<file path="config.mk">
export PLATFORM = sky130hd
export DESIGN_NAME = ch4_reg_ctrl
export DESIGN_NICKNAME = d
export VERILOG_FILES = /design/src/rtl/ch4_reg_ctrl.sv
export SDC_FILE = /design/constraint.sdc
export NUM_CORES = 1
export LEC_CHECK = 0
export CORE_MARGIN = 4
export CORE_UTILIZATION = 49
export DETAILED_ROUTE_END_ITERATION = 12
export PLACE_DENSITY = 0.84
export SETUP_SLACK_MARGIN = 0.5
export SYNTH_ARGS = -nofsm -noshare
export SYNTH_HDL_FRONTEND = slang
export SYNTH_SLANG_ARGS = --single-unit
</file>
<file path="constraint.sdc">
create_clock -name dova_phi -period 2.4 [get_ports dova_phi]
set_clock_uncertainty 0.2 [all_clocks]
set_input_delay 0.36 -clock dova_phi [delete_from_list [all_inputs] [get_ports dova_phi]]
set_output_delay 0.36 -clock dova_phi [all_outputs]
set_load 0.1 [all_outputs]
</file>
<file path="src/rtl/ch4_reg_ctrl.sv">
// ch4_reg_ctrl: CPU register file (NR41-NR44) and control stage for noise
// channel 4. It holds the envelope and polynomial registers and runs the
// length counter. It sequences the delayed trigger into a one-clock restart
// pulse and tracks the channel-active flag that NR52 reports.
module ch4_reg_ctrl #(
  parameter int LEN_BITS   = 6,  // length counter width (at most 8)
  parameter int TRIG_DELAY = 2   // clocks from trigger write to restart pulse, >= 1
) (
  input  logic       dova_phi,
  input  logic       apu_reset,
  input  logic       cpu_wr,
  input  logic       cpu_rd,
  input  logic       ff20,
  input  logic       ff21,
  input  logic       ff22,
  input  logic       ff23,
  input  logic [7:0] cpu_wdata,
  output logic [7:0] cpu_rdata,
  input  logic       len_tick,
  output logic [7:0] ff21_q,
  output logic [7:0] ff22_q,
  output logic       ff23_d6,
  output logic       ff23_d7,
  output logic       ch4_restart,
  output logic       ch4_active,
  output logic       nch4_amp_en
);

  localparam int DLY_W = $clog2(TRIG_DELAY + 1);

  typedef enum logic [1:0] {
    ST_IDLE = 2'd0,
    ST_WAIT = 2'd1,
    ST_FIRE = 2'd2
  } trig_state_e;

  trig_state_e         state_q, state_d;
  logic [DLY_W-1:0]    dly_q, dly_d;
  logic [LEN_BITS-1:0] len_cnt_q, len_cnt_d;
  logic [7:0]          ff21_d, ff22_d;
  logic                ff23_d6_q, ff23_d6_d;
  logic                ff23_d7_q, ff23_d7_d;
  logic                ch4_restart_q, ch4_restart_d;
  logic                ch4_active_q, ch4_active_d;

  logic wr_ff20, wr_ff21, wr_ff22, wr_ff23;
  logic trig_wr;
  logic fire_go;
  logic len_step;
  logic dac_off_next;

  // Qualified write strobes for each register.
  assign wr_ff20 = cpu_wr & ff20;
  assign wr_ff21 = cpu_wr & ff21;
  assign wr_ff22 = cpu_wr & ff22;
  assign wr_ff23 = cpu_wr & ff23;
  assign trig_wr = wr_ff23 & cpu_wdata[7];

  // The DAC is off when the envelope initial volume and direction bits are all zero.
  assign nch4_amp_en  = ~|ff21_q[7:3];
  assign dac_off_next = ~|ff21_d[7:3];

  // Combinational read mux; unselected or idle bus floats high.
  always_comb begin
    // NOTE: every signal written in an always_comb gets a default first so no latch is inferred.
    cpu_rdata = 8'hFF;
    if (cpu_rd) begin
      if (ff21)      cpu_rdata = ff21_q;
      else if (ff22) cpu_rdata = ff22_q;
      else if (ff23) cpu_rdata = {1'b1, ff23_d6_q, 6'h3F};
    end
  end

  // Plain register updates from CPU writes.
  always_comb begin
    ff21_d    = wr_ff21 ? cpu_wdata : ff21_q;
    ff22_d    = wr_ff22 ? cpu_wdata : ff22_q;
    ff23_d6_d = wr_ff23 ? cpu_wdata[6] : ff23_d6_q;
  end

  // Trigger sequencer: a trigger write always (re)starts the delay, so a
  // write landing on the expiring WAIT clock postpones the pulse instead of
  // doubling it, and a write during FIRE queues a second pulse.
  always_comb begin
    state_d       = state_q;
    dly_d         = dly_q;
    ff23_d7_d     = ff23_d7_q;
    ch4_restart_d = 1'b0;
    fire_go       = 1'b0;
    case (state_q)
      ST_IDLE: ;
      ST_WAIT: begin
        if (dly_q == DLY_W'(1)) begin
          state_d = ST_FIRE;
          fire_go = 1'b1;
        end else begin
          dly_d = dly_q - 1'b1;
        end
      end
      ST_FIRE: begin
        state_d = ST_IDLE;
        dly_d   = '0;
      end
      default: state_d = ST_IDLE;
    endcase
    if (trig_wr) begin
      state_d   = ST_WAIT;
      dly_d     = DLY_W'(TRIG_DELAY);
      ff23_d7_d = 1'b1;
      fire_go   = 1'b0;
    end else if (fire_go) begin
      ch4_restart_d = 1'b1;
      ff23_d7_d     = 1'b0;
    end
  end

  // Length counter and channel-active flag. Precedence, lowest to highest:
  // hold, length expiry, trigger firing, DAC gating.
  always_comb begin
    len_cnt_d    = len_cnt_q;
    ch4_active_d = ch4_active_q;
    len_step     = len_tick & ff23_d6_q & ch4_active_q;
    if (wr_ff20) begin
      len_cnt_d = cpu_wdata[LEN_BITS-1:0];
    end else if (len_step) begin
      len_cnt_d = len_cnt_q + 1'b1;
      if (&len_cnt_q) ch4_active_d = 1'b0;
    end
    // An expired counter already sits at zero, which is the reload value
    // for a full-length run, so firing leaves len_cnt untouched.
    if (fire_go && !nch4_amp_en) ch4_active_d = 1'b1;
    if (dac_off_next)            ch4_active_d = 1'b0;
  end

  // All state flops; an asynchronous reset also aborts a pending trigger.
  always_ff @(posedge dova_phi or posedge apu_reset) begin
    if (apu_reset) begin
      state_q       <= ST_IDLE;
      dly_q         <= '0;
      len_cnt_q     <= '0;
      ff21_q        <= 8'h00;
      ff22_q        <= 8'h00;
      ff23_d6_q     <= 1'b0;
      ff23_d7_q     <= 1'b0;
      ch4_restart_q <= 1'b0;
      ch4_active_q  <= 1'b0;
    end else begin
      // NOTE: non-blocking assignments so every flop samples pre-edge values.
      state_q       <= state_d;
      dly_q         <= dly_d;
      len_cnt_q     <= len_cnt_d;
      ff21_q        <= ff21_d;
      ff22_q        <= ff22_d;
      ff23_d6_q     <= ff23_d6_d;
      ff23_d7_q     <= ff23_d7_d;
      ch4_restart_q <= ch4_restart_d;
      ch4_active_q  <= ch4_active_d;
    end
  end

  assign ff23_d6     = ff23_d6_q;
  assign ff23_d7     = ff23_d7_q;
  assign ch4_restart = ch4_restart_q;
  assign ch4_active  = ch4_active_q;

endmodule

</file>
==> flow_summary.toml, run 1 <==
[cells_and_area]
drive_above_1_share_pct = 57.1
area_growth_pct = 67.6
antennaDiodeCount = 0
final_net_count = 216
nFillCells = 138

[clock_tree]
clock_sinks = 30
hold_buffers = 0
clk_pin_slew_ns = 0.11
cts_inserted_buffers = 5
insertion_delay_ns = 0.34
max-clock-path-buffers = 2
cts_tree = "yes"
ctsRootBufferMaster = "clkbuf_4"
htree_levels = 2

[setup_path]
start_kind = "register"
setup.worst_path.end_class = "output port"
crit_required_ns = 1.84
critPathMaxStageDelay_ns = 0.52
r2r_setup_slack_ns = 0.59
cp_data_arrival_time_ns = 1.48
critical_path_class = "reg2out"
timing.rr.start = "ff23_d6"
reg2regPathDepth = 5
critPathSlowestCell = "dfrtp_4"
cp-startpoint = "ff21_q[3]"
endpoint = "nch4_amp_en"
rr_endpoint = "ch4_active"
crit_fanout = 3
cp_cell_sequence = "nor3_4 -> nand2_2 -> clkinvlp_4 -> buf_12"

[pwr]
finalPower_uw = 2490
p_leak_uw = 0.00101
vdd_drop_max_mv = 1.11
p_per_area_nw_per_um2 = 1040

[grt]
grt-ovfl-total = 0
grtUsageTotal_pct = 26.5
grt_max_degree = 31
grt_pass1_vias = 1432
grt_pass1_wl_um = 7160
antenna_found_initial = 0

[synthesis]
synth_fp_nets = 153
syn-cell-area_um2 = 1430
synth-seq-cells = 30
syn_inst = 134
ys_seq_area_share_pct = 52.4
syn_avg_cell_area_um2 = 10.7
ys_types = 32
yosys_warnings = 0

[routing]
vias = 1330
postRouteAntennaNets = 0
via_per_inst = 5.81
drtIter0Drc = 70
wl_per_cell_um = 19.8
drc_errors = 0
drt_first_pass_iters = 4
wl_um = 4540

[timing]
fin_crit_sh_pct = 84.8
tns_ns = 0
report.final.slew_viol_count = 0
rsz0062_at_grt = "true"
finalSetupViolations = 0
hold_viol_final = 0
fmax_ghz = 0.491
worst_pin_slew_ns = 0.450
fin_crit_ns = 2.04
relSlewSlack_pct = 69.9

[floorplanning]
start_util_pct = 51.5
fp.dieH_um = 62.0
ioPinCount = 46
die_w_um = 62.0
dieArea_um2 = 3850
rows = 19
coreArea_um2 = 2780

[placement]
port_buffers = 45
gp_congestion = 0.797
dp_hpwl_um = 2920

[job]
drv_cap = 0

[worst_hold_path]
hp-class = "in2async"

[status]
status = "finished clean"
==> worst min path at each step <==
stage / from / end / slack [ns] / depth (start not counted)
after floorplan: apu_reset / ch4_active / 0.25 / 1
after global placement: ff23_d7 / ff23_d7 / 0.26 / 1
after detailed placement: ff23_d7 / ff23_d7 / 0.28 / 1
after CTS: apu_reset / ch4_active / 0.21 / 3
after global routing: apu_reset / state_q[1] / 0.21 / 3
final: apu_reset / ch4_active / 0.19 / 3
==> timing repair <==
action,4_1_cts,5_1_grt
pin swaps,7,8
gates resized for setup,19,7
endpoints found under the setup margin,9,9
setup buffers,5,2
hold endpoints to repair,0,0
==> metal layers <==
layer	global-route usage [%]	wire length, um	up-vias
met4	9.09	136	0
met2	47.6	2400	54
li1	-	-	603
met3	7.85	235	14
met5	0	0	-
met1	29.6	1760	659
==> flip-flops by register name, indices dropped and copies added (netlist names) <==
register	flops
ff21_q	8
ff23_d6	1
ch4_restart	1
dly_q	2
state_q	2
ff23_d7	1
ch4_active	1
ff22_q	8
len_cnt_q	6
==> cells by family (layout without fill, tap and decap cells) <==
group / after synthesis / count (layout) / synth area share (%)
and+or+nand+nor: 47 / 47 / 16.2
DFF: 30 / 30 / 52.4
AOI/OAI and AO/OA: 23 / 23 / 10.1
muxes: 18 / 18 / 14.1
buffers and inverters: 9 / 73 / 2.45
xor gates and xnor gates: 5 / 5 / 3.06
adders and majority gates: 2 / 2 / 1.75
==> cells in the final DEF, fill, tap and decap left out, drive strengths merged, types with 2 or more instances in the layout <==
cell            n
a21o            2
clkdlybuf4s50  13
nor3b           5
xor2            2
o21ai          11
clkbuf          6
buf            43
dfrtp          30
nor2           10
a22oi           2
bufinv          2
mux2           17
nor3            3
ha              2
inv             4
nand3           4
nand2          17
o22ai           3
xnor2           3
clkdlybuf4s15   2
==> cell type report <==
class | instances | area, um2 | area share [%]
multi-input cells | 95 | 805 | 33.5
clock buffers | 6 | 51.3 | 2.14
inverters | 6 | 31.3 | 1.30
clock inverters | 2 | 60.1 | 2.50
well taps | 31 | 38.8 | 1.62
repair buffers | 59 | 604 | 25.2
flip-flops and latches | 30 | 808 | 33.7
==> report_power, final <==
group          total, uW  internal (uW)  switching [uW]
Combinational       1170            360             811
Clock                545            353             193
Sequential           776            651             125
==> metrics by stage <==
| stage | instances | instance area (um2) | worst slack [ns] | utilization [%] | hold WS [ns] |
|---|---|---|---|---|---|
| floorplan | 134 | 1580 | 0.214 | - | 0.251 |
| global route | 229 | 2400 | 0.316 | 86.2 | 0.213 |
| finish | 229 | 2400 | 0.364 | 86.2 | 0.194 |
| global placement | 214 | 2150 | 0.168 | 77.3 | 0.264 |
| CTS | 227 | 2360 | 0.430 | 84.8 | 0.209 |
| detailed placement | 214 | 2150 | 0.0509 | 77.3 | 0.277 |
==> cells in the mapped netlist <==
cell | count | area [um2]
a211oi_1 | 1 | 7.51
a21o_1 | 2 | 15.0
a21oi_1 | 1 | 5.00
a221o_1 | 1 | 10.0
a22oi_1 | 2 | 15.0
a31o_2 | 1 | 8.76
and2_1 | 1 | 6.26
and3_1 | 1 | 6.26
buf_2 | 1 | 5.00
clkbuf_1 | 2 | 7.51
dfrtp_1 | 30 | 751
ha_1 | 2 | 25.0
inv_1 | 6 | 22.5
mux2_2 | 17 | 191
mux2i_1 | 1 | 10.0
nand2_1 | 17 | 63.8
nand3_1 | 3 | 15.0
nand3_2 | 1 | 10.0
nand3b_1 | 1 | 7.51
nand4_1 | 1 | 6.26
nor2_1 | 10 | 37.5
nor2b_1 | 1 | 6.26
nor3_1 | 3 | 15.0
nor3b_1 | 5 | 37.5
nor4_1 | 1 | 6.26
o21ai_0 | 11 | 55.1
o22ai_1 | 3 | 18.8
o311ai_0 | 1 | 8.76
or3_1 | 1 | 6.26
or4_1 | 1 | 7.51
xnor2_1 | 3 | 26.3
xor2_1 | 2 | 17.5
==> worst max-delay path: cells and delay by family (launching register included) <==
| kind | cells | cell delay, ns |
|---|---|---|
| buf+inv | 2 | 0.28 |
| flops | 1 | 0.52 |
| simple gates | 2 | 0.34 |
No activity file was read; power rests on OpenSTA's default activity.
==> run 2: changes to the inputs <==
--- a/config.mk
+++ b/config.mk
@@ -6,9 +6,9 @@
 export NUM_CORES = 1
 export LEC_CHECK = 0
 export CORE_MARGIN = 4
-export CORE_UTILIZATION = 49
+export CORE_UTILIZATION = 41
 export DETAILED_ROUTE_END_ITERATION = 12
-export PLACE_DENSITY = 0.84
+export PLACE_DENSITY = 0.75
 export SETUP_SLACK_MARGIN = 0.5
 export SYNTH_ARGS = -nofsm -noshare
 export SYNTH_HDL_FRONTEND = slang
==> constraint.sdc (replaced) <==
create_clock -name dova_phi -period 1.75 [get_ports dova_phi]
set_clock_uncertainty 0.2 [all_clocks]
set_input_delay 0.2625 -clock dova_phi [delete_from_list [all_inputs] [get_ports dova_phi]]
set_output_delay 0.2625 -clock dova_phi [all_outputs]
set_load 0.1 [all_outputs]
==> run 2 against run 1 <==
Against the previous run:
- the flow now stops in global routing (5_1_grt)
- synthesized area unchanged
- synthesized cell count unchanged
==> flow_summary.toml, run 2 <==
[clock_tree]
cts_inserted_buffers = 5
ctsRootBufferMaster = "clkbuf_4"
hold_buffers = 0
max-clock-path-buffers = 2
htree_levels = 2
clock_sinks = 30

[synthesis]
synth.top_cell.area_share_pct = 52.4
synth.largest_area_cell = "dfrtp_1"
synth_edf_count = 0
ys_types = 32
synth-seq-cells = 30
syn-cell-area_um2 = 1430
synth_area_leaders = "dfrtp_1, mux2_2, nand2_1"
async_flop_share_pct = 100
synth_fp_nets = 153
ys.flop_type = "dfrtp_1"
yosys_warnings = 0
syn_avg_cell_area_um2 = 10.7
ys_seq_area_share_pct = 52.4
yosysMostFrequentCell = "dfrtp_1"
synth_commonest_cells = "dfrtp_1, mux2_2, nand2_1, o21ai_0, nor2_1"
syn_inst = 134

[timing]
worstEpCategory = "primary output"
worstEndpointGrtRepair = "cpu_rdata[4]"

[placement]
gp_congestion = 0.946
port_buffers = 45
dp_hpwl_um = 3670

[floorplanning]
ioPinCount = 46
fp.dieH_um = 67.1
rows = 21
start_util_pct = 42.6
die_w_um = 67.1

[status]
status = "did not finish"
stop_error = "[ERROR DPL-0033] detailed placement checks failed during check placement."
haltStage = "global routing (5_1_grt)"

[grt]
antenna_found_initial = 2
grt_max_degree = 31
run 2: cell counts after synthesis:
No cell type changed its count.
run 2: kinds of logic after synthesis:
| family | count (synthesis) | synth area share [%] |
|---|---|---|
| buffers and inverters | 9 | 2.45 |
| XOR/XNOR | 5 | 3.06 |
| flip-flops | 30 | 52.4 |
| AND/OR/NAND/NOR | 47 | 16.2 |
| multiplexers | 18 | 14.1 |
| adder cells (fa/ha/maj) | 2 | 1.75 |
| AO/OA/AOI/OAI | 23 | 10.1 |
run 2: stage by stage:
| stage | setup WS [ns] | TNS [ns] | instance area [um2] | hold slack, ns | std cells |
|---|---|---|---|---|---|
| 2_1_floorplan | -0.339 | -0.484 | 1780 | 0.154 | 134 |
| 3_3_place_gp | -0.196 | -2.08 | 2730 | 0.310 | 243 |
| 3_5_place_dp | -0.236 | -2.98 | 2730 | 0.314 | 243 |
| 4_1_cts | -0.175 | -0.792 | 3090 | 0.0900 | 271 |
run 2: what timing repair did:
action                                  in CTS
endpoints found under the setup margin      57
setup buffers                               19
pin swaps                                   22
cloned                                       1
gates resized for setup                     44
==> run 3: changes to the inputs <==
--- a/config.mk
+++ b/config.mk
@@ -6,10 +6,9 @@
 export NUM_CORES = 1
 export LEC_CHECK = 0
 export CORE_MARGIN = 4
-export CORE_UTILIZATION = 41
+export CORE_UTILIZATION = 35
 export DETAILED_ROUTE_END_ITERATION = 12
-export PLACE_DENSITY = 0.75
-export SETUP_SLACK_MARGIN = 0.5
+export PLACE_DENSITY_LB_ADDON = 0.15
 export SYNTH_ARGS = -nofsm -noshare
 export SYNTH_HDL_FRONTEND = slang
 export SYNTH_SLANG_ARGS = --single-unit
==> constraint.sdc (replaced) <==
create_clock -name dova_phi -period 2.3 [get_ports dova_phi]
set_clock_uncertainty 0.2 [all_clocks]
set_input_delay 0.345 -clock dova_phi [delete_from_list [all_inputs] [get_ports dova_phi]]
set_output_delay 0.345 -clock dova_phi [all_outputs]
set_load 0.1 [all_outputs]
==> run 3 against run 2 <==
Against the previous run:
- the run now ends clean
==> flow_summary.toml, run 3 (synthesized netlist as in run 1, its figures left out) <==
[timing]
fin_crit_ns = 2.17
worst_pin_slew_ns = 0.449
fin_crit_sh_pct = 94.4
rsz0062_at_grt = "false"
tns_ns = 0
relSlewSlack_pct = 70.0
fin_ws_ns = 0.130
fmax_ghz = 0.461
finalSetupViolations = 0
report.final.slew_viol_count = 0
hold_viol_final = 0

[worst_hold_path]
hp-class = "in2async"

[pwr]
power.switching_uw = 1130
p_leak_uw = 0.000942
swShare_pct = 48.5
intPower_uw = 1200
vdd_drop_max_mv = 0.595
clock_power_share_pct = 17.4
combPwrFrac_pct = 49.7
seqPwrFrac_pct = 32.9
p_per_area_nw_per_um2 = 1080

[grt]
grtUsageTotal_pct = 16.8
grt_max_degree = 31
antenna_found_initial = 0
grt-ovfl-total = 0
grt_pass1_wl_um = 6700
grt_pass1_vias = 1345

[setup_path]
reg2regPathDepth = 5
setup.worst_path.end_class = "output port"
start_kind = "input port"
r2r_setup_slack_ns = 0.58
crit_fanout = 8
crit_required_ns = 1.75
rr_endpoint = "ch4_active"
timing.rr.start = "len_cnt_q[0]"
cp_data_arrival_time_ns = 1.63
critical_path_class = "in2out"

[cells_and_area]
final_area_um2 = 2160
top_regs = "ff21_q: 8 flops, ff22_q: 8 flops, len_cnt_q: 6 flops"
final_cell_mix = "dfrtp_1, buf_4, mux2_2"
area_growth_pct = 51.0
multi_input_area_um2 = 716
nFillCells = 344
final_net_count = 207
drive_above_1_share_pct = 37.0
antennaDiodeCount = 0
final_common_cell = "dfrtp_1"
seq_area_um2 = 753

[routing]
drtIter0Drc = 43
wl_per_cell_um = 16.0
vias = 1235
drc_errors = 0
via_per_inst = 5.21
postRouteAntennaNets = 0
wl_um = 3790
drt_first_pass_iters = 4

[floorplanning]
coreArea_um2 = 3800
dieArea_um2 = 5180
start_util_pct = 37.7
rows = 22
die_w_um = 72.0
ioPinCount = 46
fp.dieH_um = 72.0

[placement]
gp_congestion = 0.763
place_ws_ns = 0.122
placed_cell_area_um2 = 2080
port_buffers = 45
dp_hpwl_um = 2890

[clock_tree]
max-clock-path-buffers = 2
htree_levels = 2
cts_resized = 0
clk_pin_slew_ns = 0.07
cts_tree = "yes"
hold_buffers = 0
ctsRootBufferMaster = "clkbuf_8"
insertion_delay_ns = 0.28
clock_sinks = 30
cts_inserted_buffers = 5
post-cts-setup-buffer-count = 0

[status]
status = "finished clean"

[job]
drv_cap = 0
run 3: how the worst max path moves through the flow:
stage | endpoint | slack (ns) | from
after floorplan | cpu_rdata[6] | -0.03 | ff23_d6
after CTS | cpu_rdata[5] | 0.12 | ff22
after global placement | cpu_rdata[6] | 0.14 | ff22
after global routing | cpu_rdata[3] | 0.05 | ff21
after detailed placement | cpu_rdata[5] | 0.12 | ff22
final | cpu_rdata[6] | 0.13 | ff22
run 3: critical path, cell delays in order:
cell and delay [ns]:
clkdlybuf4s50_1 0.61, nor3b_1 0.12, o311ai_4 0.33, buf_12 0.21
run 3: layout make-up:
cell class | count | area share [%]
Tap cell | 48 | 2.78
Inverter | 6 | 1.04
Sequential cell | 30 | 34.8
Clock buffer | 6 | 3.36
Clock inverter | 2 | 0.463
Timing Repair Buffer | 50 | 24.4
Multi-Input combinational cell | 95 | 33.1
run 3: through the flow:
step           cells  hold slack (ns)  util (%)  power [uW]
4_1_cts          237            0.254      56.9        2350
3_5_place_dp     229            0.278      54.7        1930
3_3_place_gp     229            0.269      54.7        1900
5_1_grt          237            0.286      56.9        2470
6_report         237            0.243      56.9        2330
2_1_floorplan    134            0.236         -        1620
run 3: layer usage:
layer	GRT usage [%]	routed length, um	up-vias
li1	-	-	579
met1	20.3	1600	609
met2	28.7	1940	40
met3	5.40	205	7
met4	5.01	46	0
met5	0	0	-
run 3: power by group through the flow:
stage	clock, uW	combinational [uW]	sequential (uW)
3_5_place_dp	0	1160	774
2_1_floorplan	0	393	1230
4_1_cts	415	1160	767
6_report	405	1160	768
3_3_place_gp	0	1130	769
5_1_grt	455	1220	792
==> run 4: changes to the inputs <==
--- a/config.mk
+++ b/config.mk
@@ -9,6 +9,7 @@
 export CORE_UTILIZATION = 35
 export DETAILED_ROUTE_END_ITERATION = 12
 export PLACE_DENSITY_LB_ADDON = 0.15
+export SKIP_LAST_GASP = 1
 export SYNTH_ARGS = -nofsm -noshare
 export SYNTH_HDL_FRONTEND = slang
 export SYNTH_SLANG_ARGS = --single-unit
==> results of run 4 <==
No change in the layout: final DEF, timing and power equal those of run 3.
